==> src/rtl/ternary_seq_adder.sv <==
// ternary_seq_adder: multi-cycle unbalanced-ternary add/sub/accumulate/load unit.
module ternary_seq_adder #(
  parameter int TRITS = 8,
  parameter int TRITS_PER_CYCLE = 1
) (
  input  logic               clk,
  input  logic               rst,
  input  logic               start,
  input  logic [1:0]         mode,
  input  logic [2*TRITS-1:0] a,
  input  logic [2*TRITS-1:0] b,
  output logic               busy,
  output logic               done,
  output logic [2*TRITS-1:0] sum,
  output logic [1:0]         overflow,
  output logic               invalid,
  output logic [2*TRITS-1:0] acc
);
  localparam int N = 2*TRITS;
  localparam int GW = 2*TRITS_PER_CYCLE;
  localparam int K = TRITS/TRITS_PER_CYCLE;
  localparam int CW = K > 1 ? $clog2(K) : 1;
  typedef enum logic {IDLE, RUN} state_t;
  state_t state, state_n;
  logic [N-1:0] x_r, y_r, s_r, gd, s_n, y_in;
  logic [1:0] op_r;
  logic c_r, c_n, inv_r, inv_in, last;
  logic [CW-1:0] cnt;
  logic [2:0] t;
  assign last = cnt == CW'(K-1);
  always_ff @(posedge clk) state <= rst ? IDLE : state_n;
  always_comb state_n = state == IDLE ? (start ? RUN : IDLE) : (last ? IDLE : RUN);
  always_comb busy = state == RUN;
  // second operand per mode: b, its trit complement (2-b), the accumulator, or zero for load
  always_comb begin
    y_in = '0;
    inv_in = 1'b0;
    for (int i = 0; i < TRITS; i++) begin
      y_in[2*i+:2] = mode == 2'b01 ? 2'(2'd2 - b[2*i+:2]) : mode == 2'b00 ? b[2*i+:2] : mode == 2'b10 ? acc[2*i+:2] : 2'b00;
      inv_in = inv_in | (&a[2*i+:2]) | (~mode[1] & (&b[2*i+:2]));
    end
  end
  always_comb begin
    gd = '0;
    c_n = c_r;
    t = '0;
    for (int i = 0; i < TRITS_PER_CYCLE; i++) begin
      t = {1'b0, x_r[2*i+:2]} + {1'b0, y_r[2*i+:2]} + {2'b00, c_n};
      c_n = t >= 3'd3;
      gd[2*i+:2] = c_n ? 2'(t - 3'd3) : t[1:0];
    end
    s_n = (s_r >> GW) | (gd << (N - GW));
  end
  // operands shift right one group per cycle; result groups enter from the top
  always_ff @(posedge clk)
    if (rst) begin
      cnt <= '0;
      c_r <= 1'b0;
      x_r <= '0;
      y_r <= '0;
      s_r <= '0;
      op_r <= 2'b00;
      inv_r <= 1'b0;
      done <= 1'b0;
      sum <= '0;
      overflow <= 2'b00;
      invalid <= 1'b0;
      acc <= '0;
    end else begin
      done <= 1'b0;
      if (state == IDLE) begin
        if (start) begin
          x_r <= a;
          y_r <= y_in;
          op_r <= mode;
          inv_r <= inv_in;
          c_r <= mode == 2'b01;
          cnt <= '0;
          s_r <= '0;
        end
      end else begin
        x_r <= x_r >> GW;
        y_r <= y_r >> GW;
        s_r <= s_n;
        c_r <= c_n;
        cnt <= cnt + 1'b1;
        if (last) begin
          done <= 1'b1;
          invalid <= inv_r;
          sum <= inv_r ? '0 : s_n;
          overflow <= {1'b0, ~inv_r & (op_r == 2'b01 ? ~c_n : (op_r != 2'b11) & c_n)};
          if (op_r[1] && !inv_r) acc <= s_n;
        end
      end
    end
endmodule
==> config.mk <==
export PLATFORM = sky130hd
export DESIGN_NAME = ternary_seq_adder
export DESIGN_NICKNAME = d
export VERILOG_FILES = /design/src/rtl/ternary_seq_adder.sv
export SDC_FILE = /design/constraint.sdc
export NUM_CORES = 1
export LEC_CHECK = 0
export CORE_AREA = 2 2 93 95
export DETAILED_ROUTE_END_ITERATION = 16
export DIE_AREA = 0 0 95 97
export PLACE_DENSITY = 0.75
export SKIP_CTS_REPAIR_TIMING = 1
export SLEW_MARGIN = 20
export SYNTH_ARGS = -nofsm -noshare
export SYNTH_HDL_FRONTEND = slang
export SYNTH_SLANG_ARGS = --single-unit
==> constraint.sdc <==
create_clock -name clk -period 5.9 [get_ports clk]
set_input_delay 1.18 -clock clk [delete_from_list [all_inputs] [get_ports clk]]
set_output_delay 1.18 -clock clk [all_outputs]
set_load 0.1 [all_outputs]
==> impl_metrics.tcl, run 1 <==
set metrics [dict create \
    r2r_cells 6 \
    setup.worst_path.start "acc[7]" \
    insertion_delay_ps 360 \
    cp.depth 1 \
    floorplan.rows 33 \
    leakage_nw 1.81 \
    hold_viol 0 \
    power_density_nw_per_um2 246 \
    critical-path-top-delay-family "buffers and inverters" \
    cp.buffers_inverters 1 \
    area_delta_synth_final_pct 21.9 \
    antenna_found_initial 0 \
    drtAntennaViolNets 0 \
    finalMaxSlewViolations 0 \
    setup_tns_ps 0 \
    holdCritPathClass "reg -> reg" \
    reg2reg_from "x_r[0]" \
    timing.rr.end "s_r[15]" \
    cp_max_fo 3 \
    pwr-share-seq_pct 52.7 \
    initial_utilization_pct 49.1 \
    nets 546 \
    wl_mm 9.62 \
    gp_congestion 0.842 \
    endpoint "acc[7]" \
    synth_top_area_share_pct 44.6 \
    clockBufferDepth 2 \
    ys_seq_area_share_pct 44.6 \
    dp_hpwl_mm 6.53 \
    yosys_warnings 0 \
    crit_chain "clkdlybuf4s50_1" \
    drc_errors 0 \
    ios 74 \
    grt_max_degree 95 \
    synth_edf_count 0 \
    firstDrtPassIters 5 \
    switching_share_pct 26.7 \
    end_kind "output pin" \
    syn_area_per_cell_um2 8.91 \
    min_period_over_period_pct 52.9 \
    overflow 0 \
    vias_per_cell 5.63 \
    dieArea_um2 9220 \
    clock_power_share_pct 34.5 \
    slowest_stage "clkdlybuf4s50_1" \
    p_int_uw 879 \
    core-area_um2 8130 \
    critPathLaunchType "register" \
    drv_cap 0 \
    hold_depth 2 \
    numCtsBuffers 9 \
    required_ps 4720 \
    drt_iter0_drc 225 \
    rsz0062_at_grt "no" \
    async_flop_share_pct 0 \
    synth_area_um2 3990 \
    htreeDepth 3 \
    post_drt_wl_per_cell_um 15.9 \
    rrSetupSlack_ps 3280 \
    grt_pass1_wl_mm 16.0 \
    synthCells 448 \
    numPortBuffers 72 \
    synth_fp_nets 498 \
    gr-usage-all-layers_pct 21.8 \
    cts.sinks 89 \
    antenna_cells 0 \
    synth-seq-cells 89 \
    dieWidth_um 95 \
    tritoncts "built" \
    root_buffer "clkbuf_8" \
    tightest_slew_ps 1100 \
    post-route-min-period_ps 3120 \
    p_switching_uw 320 \
    synth_top_area_cell "dfxtp_1" \
    synthFlopType "dfxtp_1" \
    clock_skew_ps 8.72 \
    grt_pass1_vias 3237 \
    critPathKind "reg -> out" \
    finalPower_mw 1.20 \
    clkTransAtPathRegs_ps 80 \
    fmax_ghz 0.321 \
    slowest_delay_ps 1170 \
    status "completed" \
    ir_worst_vdd_v 0.000131 \
    final-setup-viol-count 0 \
    relSlewSlack_pct 26.3 \
    die_y_um 97 \
    ys_types 42 \
    drive_gt1_share_pct 9.60 \
    synth_area_leaders "dfxtp_1, a21oi_1, mux2i_1, nor2_1, ha_1" \
    power_frac_comb_pct 12.8 \
    fin_util_pct 59.8 \
    num_vias 3405 \
    cp.arrival_ps 1940 \
]
==> sequential cells by signal (all words and copies together) (netlist names) <==
signal / count
acc: 16
invalid: 1
busy: 1
cnt: 3
x_r: 16
y_r: 16
done: 1
sum: 16
overflow: 1
op_r: 2
inv_r: 1
s_r: 14
c_r: 1
==> per-stage QoR <==
step | cells | area [um^2] | hold slack (ps) | worst slack, ps
after floorplan | 448 | 3990 | 435 | 3580
after global placement | 590 | 4670 | 451 | 2600
after detailed placement | 590 | 4670 | 448 | 2520
after CTS | 605 | 4860 | 474 | 2770
after global routing | 605 | 4870 | 489 | 2640
final | 605 | 4870 | 466 | 2780
==> cell type report <==
class / instances / area, um^2
Clock buffer: 9 / 124
Clock inverter: 6 / 67.6
Fill cell: 711 / 3270
Inverter: 12 / 45.0
Multi-Input combinational cell: 309 / 1980
Sequential cell: 89 / 1780
Tap cell: 105 / 131
Timing Repair Buffer: 75 / 733
==> worst reg2reg max path: stages (launching register included) <==
cell	delay [ps]
dfxtp_1	350
fa_1	440
fa_1	520
ha_1	250
a211oi_2	370
mux2i_1	400
o32ai_1	150
==> cells in the mapped netlist (8+ instances only) <==
| master | count |
|---|---|
| a21oi_1 | 54 |
| a21oi_2 | 9 |
| a22o_1 | 13 |
| a22oi_1 | 16 |
| buf_1 | 9 |
| buf_2 | 18 |
| dfxtp_1 | 89 |
| ha_1 | 11 |
| inv_1 | 11 |
| mux2i_1 | 27 |
| nand2_1 | 36 |
| nor2_1 | 63 |
| nor3b_1 | 18 |
| or2_2 | 8 |
==> per-layer routing <==
layer / share of wire, % / track usage (%)
met1: 48 / 31.4
met2: 44 / 32.6
met3: 6.3 / 3.58
met4: 2.0 / 8.25
met5: 0 / 0
==> worst min path at each step <==
stage,startpoint,slack [ps],end
floorplan,s_r[2],440,acc[0]
global placement,invalid,450,invalid
detailed placement,sum[15],450,sum[15]
CTS,invalid,470,invalid
global route,y_r[15],490,y_r[13]
finish,invalid,470,invalid
==> power groups by stage <==
stage / sequential, mW / clock, mW / combinational, mW
2_1_floorplan: 0.643 / 0 / 0.105
3_3_place_gp: 0.645 / 0 / 0.148
3_5_place_dp: 0.646 / 0 / 0.152
4_1_cts: 0.631 / 0.421 / 0.153
5_1_grt: 0.634 / 0.452 / 0.171
6_report: 0.632 / 0.414 / 0.153
==> cell families after synthesis <==
| family | synth area share (%) |
|---|---|
| simple gates | 18.1 |
| compound gates | 20.1 |
| flops | 44.6 |
| buf+inv | 5.83 |
| mux | 6.77 |
| fa+ha+maj | 4.45 |
| other cells | 0.0939 |
==> cells in the final DEF, fill, tap and decap left out, drive strengths merged, types with 2 or more instances in the layout <==
master	n
dfxtp	89
clkdlybuf4s50	70
nor2	63
a21oi	63
nand2	39
mux2i	27
nor3b	19
a22oi	16
a22o	13
inv	13
ha	11
clkbuf	9
or2	8
nor3	6
o21ai	5
nor2b	5
a211oi	5
buf	5
o221a	4
o32ai	4
nand2b	2
a221oi	2
o311a	2
nand3	2
nor4	2
fa	2
clkinvlp	2
clkinv	2
Power figures use the tool's default switching activity.
==> inputs of run 2 (changes only) <==
Clock period 5.9 ns to 3.2 ns, I/O delays scaled along.
==> impl_metrics.tcl, run 2 (synthesis gave the netlist of run 1 again) <==
set metrics [dict create \
    root_buffer "clkbuf_8" \
    ir_worst_vdd_v 0.000257 \
    htreeDepth 3 \
    relSlewSlack_pct 47.3 \
    vias_per_cell 5.59 \
    cp.arrival_ps 2830 \
    die_y_um 97 \
    reg2reg_from "x_r[0]" \
    cp.depth 7 \
    nets 550 \
    clkTransAtPathRegs_ps 90 \
    cp_max_fo 4 \
    fin_cells 610 \
    area_delta_synth_final_pct 20.5 \
    power_density_nw_per_um2 461 \
    rsz0062_at_grt "no" \
    drtAntennaViolNets 0 \
    insertion_delay_ps 350 \
    wl_mm 9.88 \
    setup_tns_ps 0 \
    drive_gt1_share_pct 17.4 \
    p_switching_uw 589 \
    min_period_over_period_pct 80.0 \
    cp.buffers_inverters 0 \
    rrSetupSlack_ps 640 \
    overflow 0 \
    cts.sinks 89 \
    tightest_slew_ps 790 \
    grt_pass1_vias 3325 \
    required_ps 3470 \
    dieArea_um2 9220 \
    endpoint "acc[14]" \
    layout_common_cells "dfxtp_1, nor2_1, a21oi_1" \
    layout_commonest_cell "dfxtp_1" \
    tritoncts "built" \
    num_vias 3409 \
    status "completed" \
    core-area_um2 8130 \
    ios 74 \
    path_common_cell "fa_1" \
    switching_share_pct 26.5 \
    dieWidth_um 95 \
    antenna_cells 0 \
    slowest_stage "fa_1" \
    power_frac_comb_pct 12.4 \
    clockBufferDepth 2 \
    floorplan.rows 33 \
    post-route-min-period_ps 2560 \
    hold_viol 0 \
    place_inst 594 \
    gr-usage-all-layers_pct 22.3 \
    final-setup-viol-count 0 \
    pwr-share-seq_pct 52.9 \
    clock_skew_ps 9.12 \
    numCtsBuffers 9 \
    r2r_cells 7 \
    p_int_mw 1.63 \
    clock_power_share_pct 34.7 \
    firstDrtPassIters 5 \
    grt_pass1_wl_mm 16.3 \
    post_drt_wl_per_cell_um 16.2 \
    setup.worst_path.start "x_r[0]" \
    critPathLaunchType "register" \
    fmax_ghz 0.391 \
    leakage_nw 1.91 \
    initial_utilization_pct 49.1 \
    drc_errors 0 \
    drv_cap 0 \
    antenna_found_initial 0 \
    hold_ws_ps 472 \
    finalMaxSlewViolations 0 \
    end_kind "register" \
    gp_congestion 0.839 \
    grt_max_degree 58 \
    crit_chain "fa_1 > fa_1 > ha_1 > or4b_1 > o21ai_0 > nor2_1 > nor3_1" \
    holdCritPathClass "reg -> reg" \
    dp_hpwl_mm 7.12 \
    critPathKind "reg -> reg" \
    critical-path-top-delay-family "adder cells" \
    timing.rr.end "acc[14]" \
    drt_iter0_drc 205 \
    numPortBuffers 72 \
    slowest_delay_ps 520 \
]
==> run 2: area by class of cell <==
type                       count  area (um^2)
fill                         737         3320
clock buffer                   9          124
multi-input combinational    309         1980
clock inverter                 7         77.6
timing repair buffer          79          673
tap                          105          131
inverter                      12         45.0
sequential                    89         1780
==> run 2: worst min-delay path: cells and delay by family (launching register included) <==
kind	cells	cell delay [ps]
compound gates	1	50
simple gates	1	50
flops	1	320
==> run 2: power by group through the flow <==
stage | registers (mW) | logic (mW) | clock network, mW
floorplan | 1.19 | 0.193 | 0
global placement | 1.20 | 0.265 | 0
detailed placement | 1.20 | 0.273 | 0
CTS | 1.17 | 0.275 | 0.788
global route | 1.18 | 0.304 | 0.832
finish | 1.17 | 0.274 | 0.770
==> run 2: how the worst min path moves through the flow <==
stage,from,end,cells past startpoint
floorplan,s_r[2],acc[0],2
detailed placement,invalid,invalid,2
CTS,invalid,invalid,2
global placement,invalid,invalid,2
finish,invalid,invalid,2
global route,invalid,invalid,2
==> run 2: routing by layer <==
metal  GRT usage [%]  part of all wire, %  vias up
met5               0                    0        -
met4            8.70                  1.7        0
met3            3.50                  5.7       12
met2            34.6                   46      102
met1            31.0                   47     1621
li1                -                    -     1674
==> run 2: metrics by stage <==
step	total power, mW	util, %	cell area (um^2)	setup slack, ps
final	2.22	59.2	4810	639
after global routing	2.32	59.2	4810	574
after CTS	2.24	59.2	4810	651
after detailed placement	1.47	56.7	4610	656
after global placement	1.46	56.7	4610	781
after floorplan	1.38	-	3990	877
==> inputs of run 3 (changes only) <==
Settings changed: CORE_AREA 2 2 93 95 to 2 2 96 98, DIE_AREA 0 0 95 97 to 0 0 98 100, PLACE_DENSITY 0.75 to 0.74.
Clock period 3.2 ns to 2.1 ns, I/O delays scaled along.
==> impl_metrics.tcl, run 3 (synthesis gave the netlist of run 1 again) <==
set metrics [dict create \
    status "finished, violations left" \
    violations "negative setup slack" \
    power_density_nw_per_um2 688 \
    holdCritPathClass "reg -> reg" \
    fmax_ghz 0.428 \
    ios 74 \
    numPortBuffers 72 \
    clock_power_share_pct 33.3 \
    setup.worst_path.start "c_r" \
    drv_cap 0 \
    power_frac_comb_pct 15.0 \
    floorplan.rows 35 \
    setup_ws_ps -237 \
    layout_common_cells "dfxtp_1, nor2_1, a21oi_1, buf_4, nand2_1" \
    drt_iter0_drc 195 \
    reg2reg_from "c_r" \
    crit_chain "fa_2 > fa_2 > ha_4 > or4b_4 > o21ai_4 > nor2_1 > nor3_1" \
    clock_skew_ps 20.3 \
    dp_slack_ps -236 \
    critPathKind "reg -> reg" \
    fin_cells 630 \
    cp_max_fo 3 \
    antenna_found_initial 0 \
    required_ps 2380 \
    drtAntennaViolNets 0 \
    layout_commonest_cell "dfxtp_1" \
    gp_congestion 0.815 \
    place_inst 613 \
    dieWidth_um 98 \
    endpoint "acc[14]" \
    path_common_cell "fa_2" \
    end_kind "register" \
    leakage_nw 1.98 \
    tritoncts "built" \
    drive_gt1_share_pct 21.2 \
    switching_share_pct 28.9 \
    numCtsBuffers 9 \
    dieArea_um2 9800 \
    nets 564 \
    grt_pass1_wl_mm 15.9 \
    post-route-min-period_ps 2340 \
    r2r_cells 7 \
    core-area_um2 8890 \
    p_int_mw 2.44 \
    hold_viol 0 \
    initial_utilization_pct 44.9 \
    die_y_um 100 \
    slowest_delay_ps 520 \
    slowest_stage "fa_2" \
    pwr-share-seq_pct 51.7 \
    clkTransAtPathRegs_ps 100 \
    finalPower_mw 3.44 \
    cp.arrival_ps 2620 \
    wl_mm 10.1 \
    rsz0062_at_grt "yes" \
    htreeDepth 3 \
    antenna_cells 0 \
    min_period_over_period_pct 111 \
    vias_per_cell 5.47 \
    root_buffer "clkbuf_8" \
    cts.sinks 89 \
    drc_errors 0 \
    timing.rr.end "acc[14]" \
    grt_max_degree 53 \
    p_switching_uw 994 \
    num_vias 3444 \
    rrSetupSlack_ps -240 \
    clockBufferDepth 2 \
    area_delta_synth_final_pct 25.1 \
    post_drt_wl_per_cell_um 16.0 \
    dp_hpwl_mm 7.06 \
    final-setup-viol-count 7 \
    insertion_delay_ps 360 \
    gr-usage-all-layers_pct 20.2 \
    firstDrtPassIters 4 \
    finalMaxSlewViolations 0 \
    grt_pass1_vias 3229 \
    critPathLaunchType "register" \
    fillers 825 \
    ir_worst_vdd_v 0.000373 \
    overflow 0 \
]
[run 3: changes by cell type in the layout (fill, tap and decap cells not counted), sizes merged]
cell	delta
buf	+14
bufinv	-1
clkinv	-1
clkinvlp	+1
inv	+1
[run 3: metal layers]
metal  GRT usage, %  share of wire [%]  vias up
met4           6.73                1.2        0
met2           33.0                 47       87
li1               -                  -     1706
met5              0                  0        -
met1           27.1                 47     1640
met3           3.69                4.8       11
[run 3: how the worst min path moves through the flow]
stage | depth (start not counted) | startpoint | end | slack, ps
final | 2 | y_r[15] | y_r[13] | 480
after global routing | 2 | rst | x_r[9] | 480
after CTS | 2 | rst | x_r[8] | 480
after detailed placement | 2 | invalid | invalid | 450
after global placement | 2 | invalid | invalid | 450
after floorplan | 2 | s_r[2] | acc[0] | 440
[run 3: metrics by stage]
step                      util [%]  hold slack [ps]  TNS [ps]  instance area (um^2)
after global placement        53.7              448      -499                  4770
after detailed placement      53.7              451      -891                  4770
after CTS                     55.9              477     -1020                  4970
after floorplan                  -              435      -384                  4020
final                         56.2              479     -1060                  4990
after global routing          56.2              483     -1640                  4990
[run 3: layout make-up]
class                           instances  area [um^2]  area share [%]
Clock buffer                            9          124            2.48
Timing Repair Buffer                   93          807            16.2
Tap cell                              111          139            2.78
Sequential cell                        89         1790            35.7
Inverter                               12         45.0           0.902
Clock inverter                          7         71.3            1.43
Multi-Input combinational cell        309         2020            40.5
[run 3: worst max-delay path: cells and delay by family (launching register included)]
family	cells	cell delay, ps
AO/OA/AOI/OAI	1	90
adder cells (fa/ha/maj)	3	1120
flip-flops	1	350
AND/OR/NAND/NOR	3	710
[run 3: power groups by stage]
stage	registers [mW]	logic (mW)	clock network [mW]
global route	1.78	0.564	1.24
detailed placement	1.81	0.484	0
finish	1.78	0.517	1.14
global placement	1.81	0.469	0
CTS	1.78	0.488	1.17
floorplan	1.81	0.314	0
